[config.mk]
export PLATFORM = sky130hd
export DESIGN_NAME = window_scan_controller_flat
export DESIGN_NICKNAME = d
export VERILOG_FILES = /design/src/rtl/window_scan_controller_pkg.sv /design/src/rtl/window_scan_controller_if.sv /design/src/rtl/window_coord_fifo.sv /design/src/rtl/window_scan_controller.sv /design/src/flat_wrapper.sv
export SDC_FILE = /design/constraint.sdc
export NUM_CORES = 1
export LEC_CHECK = 0
export ABC_AREA = 0
export BUFFER_PORTS_ARGS = -buffer_cell sky130_fd_sc_hd__buf_4
export CAP_MARGIN = 20
export CORE_MARGIN = 2
export CORE_UTILIZATION = 35
export DETAILED_ROUTE_END_ITERATION = 6
export HOLD_SLACK_MARGIN = 0.03
export PLACE_DENSITY = 0.55
export SYNTH_ARGS = -nofsm -noshare
export SYNTH_HDL_FRONTEND = slang
export SYNTH_SLANG_ARGS = --single-unit
[constraint.sdc]
create_clock -name clk_fpga -period 6.9 [get_ports clk_fpga]
set_clock_uncertainty 0.2 [all_clocks]
set_input_delay 1.035 -clock clk_fpga [delete_from_list [all_inputs] [get_ports clk_fpga]]
set_output_delay 1.035 -clock clk_fpga [all_outputs]
set_load 0.01 [all_outputs]
[src/rtl/window_scan_controller_pkg.sv]
// Shared types and constants for the window scan controller and its FIFO.
package window_scan_controller_pkg;

   localparam int DATA_WIDTH_8        = 8;
   localparam int DATA_WIDTH_12       = 12;
   localparam int DATA_WIDTH_16       = 16;
   localparam int INTEGRAL_LENGTH_DEF = 8;

   typedef enum logic [1:0] {
      ST_IDLE  = 2'd0,
      ST_SCAN  = 2'd1,
      ST_DRAIN = 2'd2
   } scan_state_e;

   typedef struct packed {
      logic [DATA_WIDTH_12-1:0] x;
      logic [DATA_WIDTH_12-1:0] y;
   } win_entry_t;

endpackage

[src/rtl/window_scan_controller_if.sv]
// Pixel and window handshake bundle between camera side, controller and cascade.
interface window_scan_controller_if import window_scan_controller_pkg::*; #(
   parameter int DW = DATA_WIDTH_12
);
   logic          i_pixel_valid;
   logic          o_pixel_ready;
   logic          o_win_valid;
   logic          i_win_ready;
   logic [DW-1:0] o_win_x;
   logic [DW-1:0] o_win_y;

   modport master (
      output i_pixel_valid, i_win_ready,
      input  o_pixel_ready, o_win_valid, o_win_x, o_win_y
   );

   modport slave (
      input  i_pixel_valid, i_win_ready,
      output o_pixel_ready, o_win_valid, o_win_x, o_win_y
   );
endinterface

[src/rtl/window_coord_fifo.sv]
// First-word fall-through FIFO of pending window coordinates.
module window_coord_fifo #(
   parameter int DEPTH = 4,
   parameter int WIDTH = 24
) (
   input  logic             clk_fpga,
   input  logic             reset_fpga,
   input  logic             push,
   input  logic [WIDTH-1:0] din,
   input  logic             pop,
   output logic [WIDTH-1:0] dout,
   output logic             full,
   output logic             empty
);
   import window_scan_controller_pkg::*;

   localparam int AW = $clog2(DEPTH);

   logic [WIDTH-1:0] mem_q [DEPTH];
   logic [WIDTH-1:0] mem_d [DEPTH];
   logic [AW-1:0]    wr_q, wr_d, rd_q, rd_d;
   logic [AW:0]      cnt_q, cnt_d;
   logic             do_push, do_pop;

   assign empty   = (cnt_q == '0);
   assign full    = (cnt_q == (AW+1)'(DEPTH));
   assign do_pop  = pop && !empty;
   // a full FIFO still takes a push when the head leaves in the same cycle
   assign do_push = push && (!full || do_pop);
   assign dout    = mem_q[rd_q];

   always_comb begin
      mem_d = mem_q;
      wr_d  = wr_q;
      rd_d  = rd_q;
      cnt_d = cnt_q;
      if (do_push) begin
         mem_d[wr_q] = din;
         wr_d        = wr_q + AW'(1);
      end
      if (do_pop) begin
         rd_d = rd_q + AW'(1);
      end
      case ({do_push, do_pop})
         2'b10:   cnt_d = cnt_q + (AW+1)'(1);
         2'b01:   cnt_d = cnt_q - (AW+1)'(1);
         default: cnt_d = cnt_q;
      endcase
   end

   always_ff @(posedge clk_fpga or negedge reset_fpga) begin
      if (!reset_fpga) begin
         for (int i = 0; i < DEPTH; i++) mem_q[i] <= '0;
         wr_q  <= '0;
         rd_q  <= '0;
         cnt_q <= '0;
      end else begin
         mem_q <= mem_d;
         wr_q  <= wr_d;
         rd_q  <= rd_d;
         cnt_q <= cnt_d;
      end
   end
endmodule

[src/rtl/window_scan_controller.sv]
// Raster coordinate tracker that queues top-left corners of completed, stride-aligned windows.
//   state    | meaning
//   ST_IDLE  | waiting for i_start; config checked and latched here
//   ST_SCAN  | accepting pixels, emitting windows into the FIFO
//   ST_DRAIN | frame fully accepted, waiting for the FIFO to empty
module window_scan_controller #(
   parameter int DATA_WIDTH_12   = 12,
   parameter int INTEGRAL_LENGTH = 8,
   parameter int MAX_FRAME_DIM   = 4095,
   parameter int STEP_WIDTH      = 4,
   parameter int FIFO_DEPTH      = 4,
   parameter int BACKPRESSURE    = 1
) (
   input  logic                     clk_fpga,
   input  logic                     reset_fpga,
   input  logic [DATA_WIDTH_12-1:0] i_frame_width,
   input  logic [DATA_WIDTH_12-1:0] i_frame_height,
   input  logic [STEP_WIDTH-1:0]    i_step,
   input  logic                     i_start,
   window_scan_controller_if.slave  bus,
   output logic [DATA_WIDTH_12-1:0] o_xcoord,
   output logic [DATA_WIDTH_12-1:0] o_ycoord,
   output logic                     o_busy,
   output logic                     o_frame_done,
   output logic                     o_cfg_err,
   output logic [15:0]              o_drop_count
);
   import window_scan_controller_pkg::*;

   localparam int            DW   = DATA_WIDTH_12;
   localparam logic [DW-1:0] L_M1 = DW'(INTEGRAL_LENGTH - 1);

   scan_state_e             state_q, state_d;
   logic [DW-1:0]           w_q, w_d, h_q, h_d, x_q, x_d, y_q, y_d;
   logic [STEP_WIDTH-1:0]   step_q, step_d, px_q, px_d, py_q, py_d;
   logic                    cfg_err_q, cfg_err_d, frame_done_q, frame_done_d;
   logic [15:0]             drop_q, drop_d;

   logic                    cfg_legal, accept, win_hit, push, pop;
   logic                    fifo_full, fifo_empty;
   win_entry_t              push_entry, head;

   assign cfg_legal = !((int'(i_frame_width)  < INTEGRAL_LENGTH) ||
                        (int'(i_frame_width)  > MAX_FRAME_DIM)   ||
                        (int'(i_frame_height) < INTEGRAL_LENGTH) ||
                        (int'(i_frame_height) > MAX_FRAME_DIM)   ||
                        (i_step == '0));

   assign bus.o_pixel_ready = (state_q == ST_SCAN) && ((BACKPRESSURE == 0) || !fifo_full);
   assign accept            = bus.i_pixel_valid && bus.o_pixel_ready;
   assign pop               = !fifo_empty && bus.i_win_ready;

   // phase counters sit at zero exactly on stride-aligned window origins
   assign win_hit      = (x_q >= L_M1) && (y_q >= L_M1) && (px_q == '0) && (py_q == '0);
   assign push_entry.x = x_q - L_M1;
   assign push_entry.y = y_q - L_M1;

   always_comb begin
      state_d      = state_q;
      w_d          = w_q;
      h_d          = h_q;
      step_d       = step_q;
      x_d          = x_q;
      y_d          = y_q;
      px_d         = px_q;
      py_d         = py_q;
      cfg_err_d    = cfg_err_q;
      drop_d       = drop_q;
      frame_done_d = 1'b0;
      push         = 1'b0;
      case (state_q)
         ST_IDLE: begin
            if (i_start) begin
               w_d    = i_frame_width;
               h_d    = i_frame_height;
               step_d = i_step;
               if (cfg_legal) begin
                  cfg_err_d = 1'b0;
                  drop_d    = '0;
                  x_d       = '0;
                  y_d       = '0;
                  px_d      = '0;
                  py_d      = '0;
                  state_d   = ST_SCAN;
               end else begin
                  cfg_err_d = 1'b1;
               end
            end
         end
         ST_SCAN: begin
            if (accept) begin
               if (win_hit) begin
                  if (!fifo_full || pop) push = 1'b1;
                  else if (drop_q != 16'hFFFF) drop_d = drop_q + 16'd1;
               end
               if (x_q == w_q - DW'(1)) begin
                  x_d  = '0;
                  px_d = '0;
                  if (y_q == h_q - DW'(1)) begin
                     y_d     = '0;
                     py_d    = '0;
                     state_d = ST_DRAIN;
                  end else begin
                     y_d = y_q + DW'(1);
                     if (y_q >= L_M1)
                        py_d = (py_q == step_q - STEP_WIDTH'(1)) ? '0 : py_q + STEP_WIDTH'(1);
                  end
               end else begin
                  x_d = x_q + DW'(1);
                  if (x_q >= L_M1)
                     px_d = (px_q == step_q - STEP_WIDTH'(1)) ? '0 : px_q + STEP_WIDTH'(1);
               end
            end
         end
         ST_DRAIN: begin
            if (fifo_empty) begin
               frame_done_d = 1'b1;
               state_d      = ST_IDLE;
            end
         end
         default: state_d = ST_IDLE;
      endcase
   end

   always_ff @(posedge clk_fpga or negedge reset_fpga) begin
      if (!reset_fpga) begin
         state_q      <= ST_IDLE;
         w_q          <= '0;
         h_q          <= '0;
         step_q       <= '0;
         x_q          <= '0;
         y_q          <= '0;
         px_q         <= '0;
         py_q         <= '0;
         cfg_err_q    <= 1'b0;
         drop_q       <= '0;
         frame_done_q <= 1'b0;
      end else begin
         state_q      <= state_d;
         w_q          <= w_d;
         h_q          <= h_d;
         step_q       <= step_d;
         x_q          <= x_d;
         y_q          <= y_d;
         px_q         <= px_d;
         py_q         <= py_d;
         cfg_err_q    <= cfg_err_d;
         drop_q       <= drop_d;
         frame_done_q <= frame_done_d;
      end
   end

   window_coord_fifo #(
      .DEPTH (FIFO_DEPTH),
      .WIDTH ($bits(win_entry_t))
   ) u_fifo (
      .clk_fpga   (clk_fpga),
      .reset_fpga (reset_fpga),
      .push       (push),
      .din        (push_entry),
      .pop        (pop),
      .dout       (head),
      .full       (fifo_full),
      .empty      (fifo_empty)
   );

   assign bus.o_win_valid = !fifo_empty;
   assign bus.o_win_x     = head.x;
   assign bus.o_win_y     = head.y;
   assign o_xcoord        = x_q;
   assign o_ycoord        = y_q;
   assign o_busy          = (state_q != ST_IDLE);
   assign o_frame_done    = frame_done_q;
   assign o_cfg_err       = cfg_err_q;
   assign o_drop_count    = drop_q;
endmodule
[src/flat_wrapper.sv]
// flat-port wrapper written by rule: the top's interface ports become plain ports
module window_scan_controller_flat import window_scan_controller_pkg::*;
#(
   parameter int DATA_WIDTH_12   = 12,
   parameter int INTEGRAL_LENGTH = 8,
   parameter int MAX_FRAME_DIM   = 4095,
   parameter int STEP_WIDTH      = 4,
   parameter int FIFO_DEPTH      = 4,
   parameter int BACKPRESSURE    = 1
)
  (clk_fpga, reset_fpga, i_frame_width, i_frame_height, i_step, i_start, o_xcoord, o_ycoord, o_busy, o_frame_done, o_cfg_err, o_drop_count, bus_i_pixel_valid, bus_i_win_ready, bus_o_pixel_ready, bus_o_win_valid, bus_o_win_x, bus_o_win_y);
  window_scan_controller_if bus_i ();
  input  logic clk_fpga;
  input  logic reset_fpga;
  input  logic [DATA_WIDTH_12-1:0] i_frame_width;
  input  logic [DATA_WIDTH_12-1:0] i_frame_height;
  input  logic [STEP_WIDTH-1:0] i_step;
  input  logic i_start;
  output logic [DATA_WIDTH_12-1:0] o_xcoord;
  output logic [DATA_WIDTH_12-1:0] o_ycoord;
  output logic o_busy;
  output logic o_frame_done;
  output logic o_cfg_err;
  output logic [15:0] o_drop_count;
  input wire logic [$bits(bus_i.i_pixel_valid)-1:0] bus_i_pixel_valid;
  input wire logic [$bits(bus_i.i_win_ready)-1:0] bus_i_win_ready;
  output wire logic [$bits(bus_i.o_pixel_ready)-1:0] bus_o_pixel_ready;
  output wire logic [$bits(bus_i.o_win_valid)-1:0] bus_o_win_valid;
  output wire logic [$bits(bus_i.o_win_x)-1:0] bus_o_win_x;
  output wire logic [$bits(bus_i.o_win_y)-1:0] bus_o_win_y;
  assign bus_i.i_pixel_valid = bus_i_pixel_valid;
  assign bus_i.i_win_ready = bus_i_win_ready;
  assign bus_o_pixel_ready = bus_i.o_pixel_ready;
  assign bus_o_win_valid = bus_i.o_win_valid;
  assign bus_o_win_x = bus_i.o_win_x;
  assign bus_o_win_y = bus_i.o_win_y;
  window_scan_controller #(.DATA_WIDTH_12(DATA_WIDTH_12), .INTEGRAL_LENGTH(INTEGRAL_LENGTH), .MAX_FRAME_DIM(MAX_FRAME_DIM), .STEP_WIDTH(STEP_WIDTH), .FIFO_DEPTH(FIFO_DEPTH), .BACKPRESSURE(BACKPRESSURE)) u_core (.clk_fpga(clk_fpga), .reset_fpga(reset_fpga), .i_frame_width(i_frame_width), .i_frame_height(i_frame_height), .i_step(i_step), .i_start(i_start), .bus(bus_i), .o_xcoord(o_xcoord), .o_ycoord(o_ycoord), .o_busy(o_busy), .o_frame_done(o_frame_done), .o_cfg_err(o_cfg_err), .o_drop_count(o_drop_count));
endmodule
Word level (Yosys, flattened, before mapping)
Cells that the tools add are included.
{"block": "classes", "n_mul": 0, "n_shift": 0, "n_eq_ne": 21, "addsub": 14, "n_mux": 50, "div": 0, "n_reduce_logical": 30, "magnitude_cmp": 7, "bitwise": 2}
{"operator": "$bwmux W96", "n": 1}
{"operator": "$mux W16", "n": 6}
{"operator": "$mux W12", "n": 7}
{"operator": "$mux W24", "n": 3}
{"operator": "$bmux W24 S2", "n": 1}
{"operator": "$demux W24 S2", "n": 1}
{"operator": "$pmux W12 S2", "n": 2}
{"operator": "$mux W4", "n": 11}
{"operator": "$pmux W16 S2", "n": 1}
{"operator": "$add A12 B1 Y12 const B", "n": 2}
{"operator": "$eq A12 B12 Y1", "n": 2}
{"operator": "$ge A12 B3 Y1 const B", "n": 2}
{"operator": "$lt A12 B4 Y1 const B", "n": 2}
{"operator": "$sub A12 B1 Y12 const B", "n": 2}
{"operator": "$sub A12 B3 Y12 const B", "n": 2}
{"operator": "$add A16 B1 Y16 const B", "n": 1}
{"operator": "$ne A16 B16 Y1 const B", "n": 1}
{"operator": "$pmux W4 S2", "n": 2}
{"operator": "$logic_not A4 Y1", "n": 3}
{"operator": "$mux W2", "n": 6}
{"operator": "$ne A2 B2 Y1 const B", "n": 6}
{"operator": "$reduce_and A6 Y1", "n": 2}
{"operator": "$reduce_and A5 Y1", "n": 2}
{"operator": "$logic_and A1 B1 Y1", "n": 9}
{"operator": "other kinds (25)", "n": 47}
{"block": "totals", "out_inout_bits": 69, "ff_bits": 183, "n_memories": 0, "in_bits": 33, "rom_bits": 0, "latchBits": 0, "ram_bits": 0, "word_cells": 142}

Longest topological paths before layout
{"block": "depth", "depth_word": 11, "mapped_depth": 12}

Cells and area by module
Synthesis repeated with hierarchy kept, for this count alone.
{"block": "unflattened", "hier_cells": 810, "area_unflattened_um2": 9603.0}
{"module": "window_scan_controller", "area_each_um2": 5014.8, "cells_per_inst": 539, "seq_area_each_um2": 2001.9, "instances": 1}
{"module": "window_coord_fifo", "area_each_um2": 4588.2, "cells_per_inst": 271, "seq_area_each_um2": 2577.5, "instances": 1}

Worst setup path before layout
Ideal clock, no wire load.
{"block": "synth_path", "path_kind": "register -> register", "startpoint": "register u_core.y_q[0], in the netlist u_core.o_ycoord[0]", "endpoint": "register u_core.u_fifo.cnt_q[2]", "arrival_time_ns": 3.200, "path_buffers": 0, "required_ns": 6.620, "setup_ns": 0.080, "stages_incl_launch_ff": 13, "setup_slack_ns": 3.420, "cell_sequence": "dfrtp_1 ha_1 a2111oi_0 nand2_1 nor3_1 nor4_2 inv_1 ha_1 inv_1 fa_1 xor2_1 nor2_1 xnor2_1"}
{"block": "synth_between", "elab_chain_len": 10}
{"item": "from (decl)", "line_no": "window_scan_controller.sv:34", "text": "logic [DW-1:0] w_q, w_d, h_q, h_d, x_q, x_d, y_q, y_d;"}
{"item": "from (signal assigned)", "line_no": "window_scan_controller.sv:144", "text": "y_q <= y_d;"}
{"item": "$ge A12 B3 Y1 *", "line_no": "window_scan_controller.sv:54", "text": "assign win_hit = (x_q >= L_M1) && (y_q >= L_M1) && (px_q == '0) && (py_q == '0);"}
{"item": "$logic_and A1 B1 Y1 * (3 in series)", "line_no": "window_scan_controller.sv:54"}
{"item": "$mux W1 *", "line_no": "window_scan_controller.sv:92", "text": "if (win_hit) begin"}
{"item": "$mux W1 *", "line_no": "window_scan_controller.sv:91", "text": "if (accept) begin"}
{"item": "$mux W1 *", "line_no": "window_scan_controller.sv:71", "text": "case (state_q)"}
{"item": "$logic_and A1 B1 Y1 *", "line_no": "window_coord_fifo.sv:29", "text": "assign do_push = push && (!full || do_pop);"}
{"item": "$eq A2 B1 Y1 / $eq A2 B2 Y1 (equally long branches)", "line_no": "window_coord_fifo.sv:44", "text": "case ({do_push, do_pop})"}
{"item": "$pmux W3 S2 / $reduce_bool A2 Y1 (equally long branches)"}
{"item": "to (signal assigned)", "line_no": "window_coord_fifo.sv:61", "text": "cnt_q <= cnt_d;"}
{"item": "to (decl)", "line_no": "window_coord_fifo.sv:22", "text": "logic [AW:0] cnt_q, cnt_d;"}
Every way passes the cells marked *; elsewhere a longest branch is shown, timed or not.
A chain may end at the register's enable or synchronous reset.

Final worst setup path
{"block": "layout_path", "startpoint": "register u_core.y_q[0], in the netlist u_core.o_ycoord[0]", "endpoint": "register u_core.u_fifo.mem_q[85] (netlist name)"}
{"block": "layout_between", "elab_chain_len": 8}
{"item": "$ge A12 B3 Y1", "line_no": "window_scan_controller.sv:54"}
{"item": "$logic_and A1 B1 Y1 (3 in series)", "line_no": "window_scan_controller.sv:54"}
{"item": "$mux W1", "line_no": "window_scan_controller.sv:92"}
{"item": "$mux W1", "line_no": "window_scan_controller.sv:91"}
{"item": "$mux W1", "line_no": "window_scan_controller.sv:71"}
{"item": "$logic_and A1 B1 Y1", "line_no": "window_coord_fifo.sv:29"}
{"item": "to (signal assigned)", "line_no": "window_coord_fifo.sv:58", "text": "mem_q <= mem_d;"}
{"item": "to (decl)", "line_no": "window_coord_fifo.sv:19", "text": "logic [WIDTH-1:0] mem_q [DEPTH];"}
No other way between the ends.

==> qor.yml <==
maxSlewViolCount: 0
worst_slew_pin_slew_ps: 1010
synthCells: 885
grt_max_degree: 93
dp.final_hpwl_um: 15900
core_sq_um: 26100
timing.fmax_mhz: 240
synthFlopType: "dfrtp_1"
endpoint: "u_core.u_fifo.mem_q[85]"
fill_cells: 2591
num_vias: 6836
synth-seq-cells: 183
overflow: 0
cts-root-buf: "clkbuf_16"
wirelength_um: 22700
ctsResizeCount: 0
ys.warnings.count: 0
ys_types: 72
r2r_start: "u_core.o_ycoord[0]"
ys_seq_area_share_pct: 49.1
die_w_um: 167
r2r_end: "u_core.u_fifo.mem_q[85]"
fin_tns_setup_ps: 0
cts.sinks: 183
globalRouteMet2Util_pct: 25.5
critPathMaxFanout: 27
row_count: 59
rsz0062_at_grt: "no"
finish.utilization_pct: 42.1
clk_latency_ps: 430
antenna_found_initial: 0
grt_pass1_vias: 6635
p_per_area_nw_per_um2: 346
p_leak_nw: 4.88
syn_nets: 933
die_area_sq_um: 27900
ff2ff_path_depth: 8
slew_headroom_pct: 32.6
place_congestion: 0.778
layout.nets: 1009
drv_cap: 0
ctsHoldBuffers: 0
hold_class: "reg -> reg"
boundaryPins: 102
port_buffers: 101
async_flop_share_pct: 100
finalSetupViolations: 0
initial_utilization_pct: 35.7
grt_pass1_wl_um: 37500
drcViolationCount: 11
layout-drive-gt1-share_pct: 23.1
synth.avg_cell_area_sq_um: 10.5
drt_pre_antenna_iters: 7
worstPathRequired_ps: 7020
critPathLaunch: "u_core.o_ycoord[0]"
tritoncts: "yes"
drt_iter0_markers: 458
worstPathArrival_ps: 4290
post_cts_buffers: 0
synth_edf_count: 0
p_seq_share_pct: 37.9
rrSetupSlack_ps: 2740
ant_nets: 0
wl_per_cell_um: 17.4
grt_use_met3_pct: 3.19
p_sw_share_pct: 36.5
grtUsageTotal_pct: 16.9
start_kind: "flip-flop"
num_antenna_cells: 0
use_met1_pct: 24.6
cts_made_buffers: 17
p_clk_share_pct: 28.1
htree_levels: 4
clockBufferDepth: 2
clkTransAtPathRegs_ps: 70
post-route-period-util_pct: 60.4
internal-power_mw: 2.41
vias_per_cell: 5.22
pwr-share-comb_pct: 33.9
crit_type: "reg -> reg"
area_growth_pct: 18.1
synthesis.area_sq_um: 9320
failed_checks: "design-rule violations"
end_kind: "flip-flop"
status: "finished with violations"
min_period_ps: 4160
die_y_um: 167
top_usage_layer: "met2"
hold_viol_final: 0
netSwitchingPower_mw: 1.39
ir_drop_uv: 160
## critical path, stage by stage, from the launching register on
cell and delay, ps:
dfrtp_1 490, ha_1 330, a2111oi_0 670, nand2_1 220, nor3_1 680, nor4_2 240, nand2_1 480, buf_4 370
mux2_2 370
## metal layers
layer | part of all wire (%) | vias up
li1 | - | 3310
met1 | 49 | 3355
met2 | 45 | 146
met3 | 4.1 | 25
met4 | 1.8 | 0
met5 | 0 | -
## worst min path at each step
stage,startpoint,endpoint,slack [ps],cells past startpoint
after global routing,u_core.o_drop_count[4],u_core.o_drop_count[4],310,1
after detailed placement,u_core.u_fifo.mem_q[57],u_core.u_fifo.mem_q[57],270,2
after floorplan,u_core.u_fifo.mem_q[24],u_core.u_fifo.mem_q[24],240,2
after global placement,u_core.u_fifo.mem_q[33],u_core.u_fifo.mem_q[33],260,2
after CTS,u_core.u_fifo.mem_q[57],u_core.u_fifo.mem_q[57],280,2
final,u_core.u_fifo.mem_q[57],u_core.u_fifo.mem_q[57],280,2
## stage by stage
stage	power (mW)	area (sq um)	std cells	setup WS (ps)	hold WS [ps]
floorplan	2.37	9320	885	3420	245
global placement	2.76	10400	1277	2790	257
detailed placement	2.76	10400	1277	2750	265
CTS	3.84	11000	1309	2720	280
global route	4.06	11000	1309	2350	308
finish	3.81	11000	1309	2740	277
## cell usage in the layout (no fill, tap or decap), drive strengths merged, types with 9 or more instances in the layout
master | netlist | routed
nor3 | 19 | 19
inv | 29 | 35
ha | 14 | 14
nand3 | 20 | 20
o21ai | 105 | 105
clkbuf | 44 | 18
nor2 | 36 | 36
mux2 | 36 | 36
and2 | 17 | 17
o211ai | 9 | 9
buf | 10 | 111
xnor2 | 37 | 37
nand2 | 123 | 123
a31oi | 15 | 15
xor2 | 23 | 23
dfrtp | 183 | 183
nor4 | 11 | 11
mux4 | 24 | 24
## kinds of logic (layout without fill, tap and decap cells)
family / count (synthesis) / after routing / synth area share, %
fa+ha+maj: 15 / 15 / 2.09
mux: 61 / 61 / 10.3
xor+xnor: 62 / 62 / 6.12
flops: 183 / 183 / 49.1
simple gates: 295 / 295 / 15.8
compound gates: 186 / 186 / 13.0
buf+inv: 83 / 172 / 3.53
## cell type report
type / count / area [sq um] / share of cell area [%]
multi-input cells: 619 / 4410 / 40.1
flip-flops and latches: 183 / 4580 / 41.6
clock buffers: 18 / 429 / 3.90
repair buffers: 111 / 837 / 7.61
inverters: 29 / 109 / 0.990
clock inverters: 14 / 213 / 1.93
well taps: 335 / 419 / 3.81
## flip-flops by register name, summed over array words and instances, names as in the netlist
signal,flops
u_core.u_fifo.mem_q,96
u_core.state_q,2
u_core.px_q,4
u_core.step_q,4
u_core.o_cfg_err,1
u_core.o_xcoord,12
u_core.o_ycoord,12
u_core.o_drop_count,16
u_core.o_frame_done,1
u_core.u_fifo.rd_q,2
u_core.u_fifo.wr_q,2
u_core.py_q,4
u_core.w_q,12
u_core.u_fifo.cnt_q,3
u_core.h_q,12
## cell usage after synthesis, drive strengths merged (3+ instances only)
library cell	instances	area share (%)
a41oi	4	0.38
o211ai	9	0.73
nand3b	7	0.56
o21ai	105	5.7
nor2	36	1.5
mux2	36	4.4
and2	17	1.1
mux4	24	5.8
nor4b	3	0.35
nand3	20	1.1
nand2	123	5.0
nand4	6	0.40
o31ai	5	0.40
a2111oi	3	0.68
or2	7	0.47
nor4	11	0.81
a22o	6	0.56
a32oi	3	0.28
clkbuf	44	1.8
or3b	3	0.28
buf	10	0.59
nor2b	8	0.54
or4	7	0.64
nand2b	7	0.47
inv	29	1.2
nor3b	7	0.56
a31oi	15	1.0
xor2	23	2.2
nor3	19	1.0
and3	5	0.34
or3	4	0.27
dfrtp	183	49
ha	14	1.9
xnor2	37	3.5
a21oi	8	0.55
## power by group through the flow
stage          clock network [mW]  logic [mW]  registers (mW)
3_3_place_gp                    0        1.30            1.46
6_report                     1.07        1.29            1.44
4_1_cts                      1.09        1.30            1.44
5_1_grt                      1.15        1.43            1.48
2_1_floorplan                   0       0.998            1.37
3_5_place_dp                    0        1.30            1.46
Note: power is estimated with default switching activity, not from simulation.
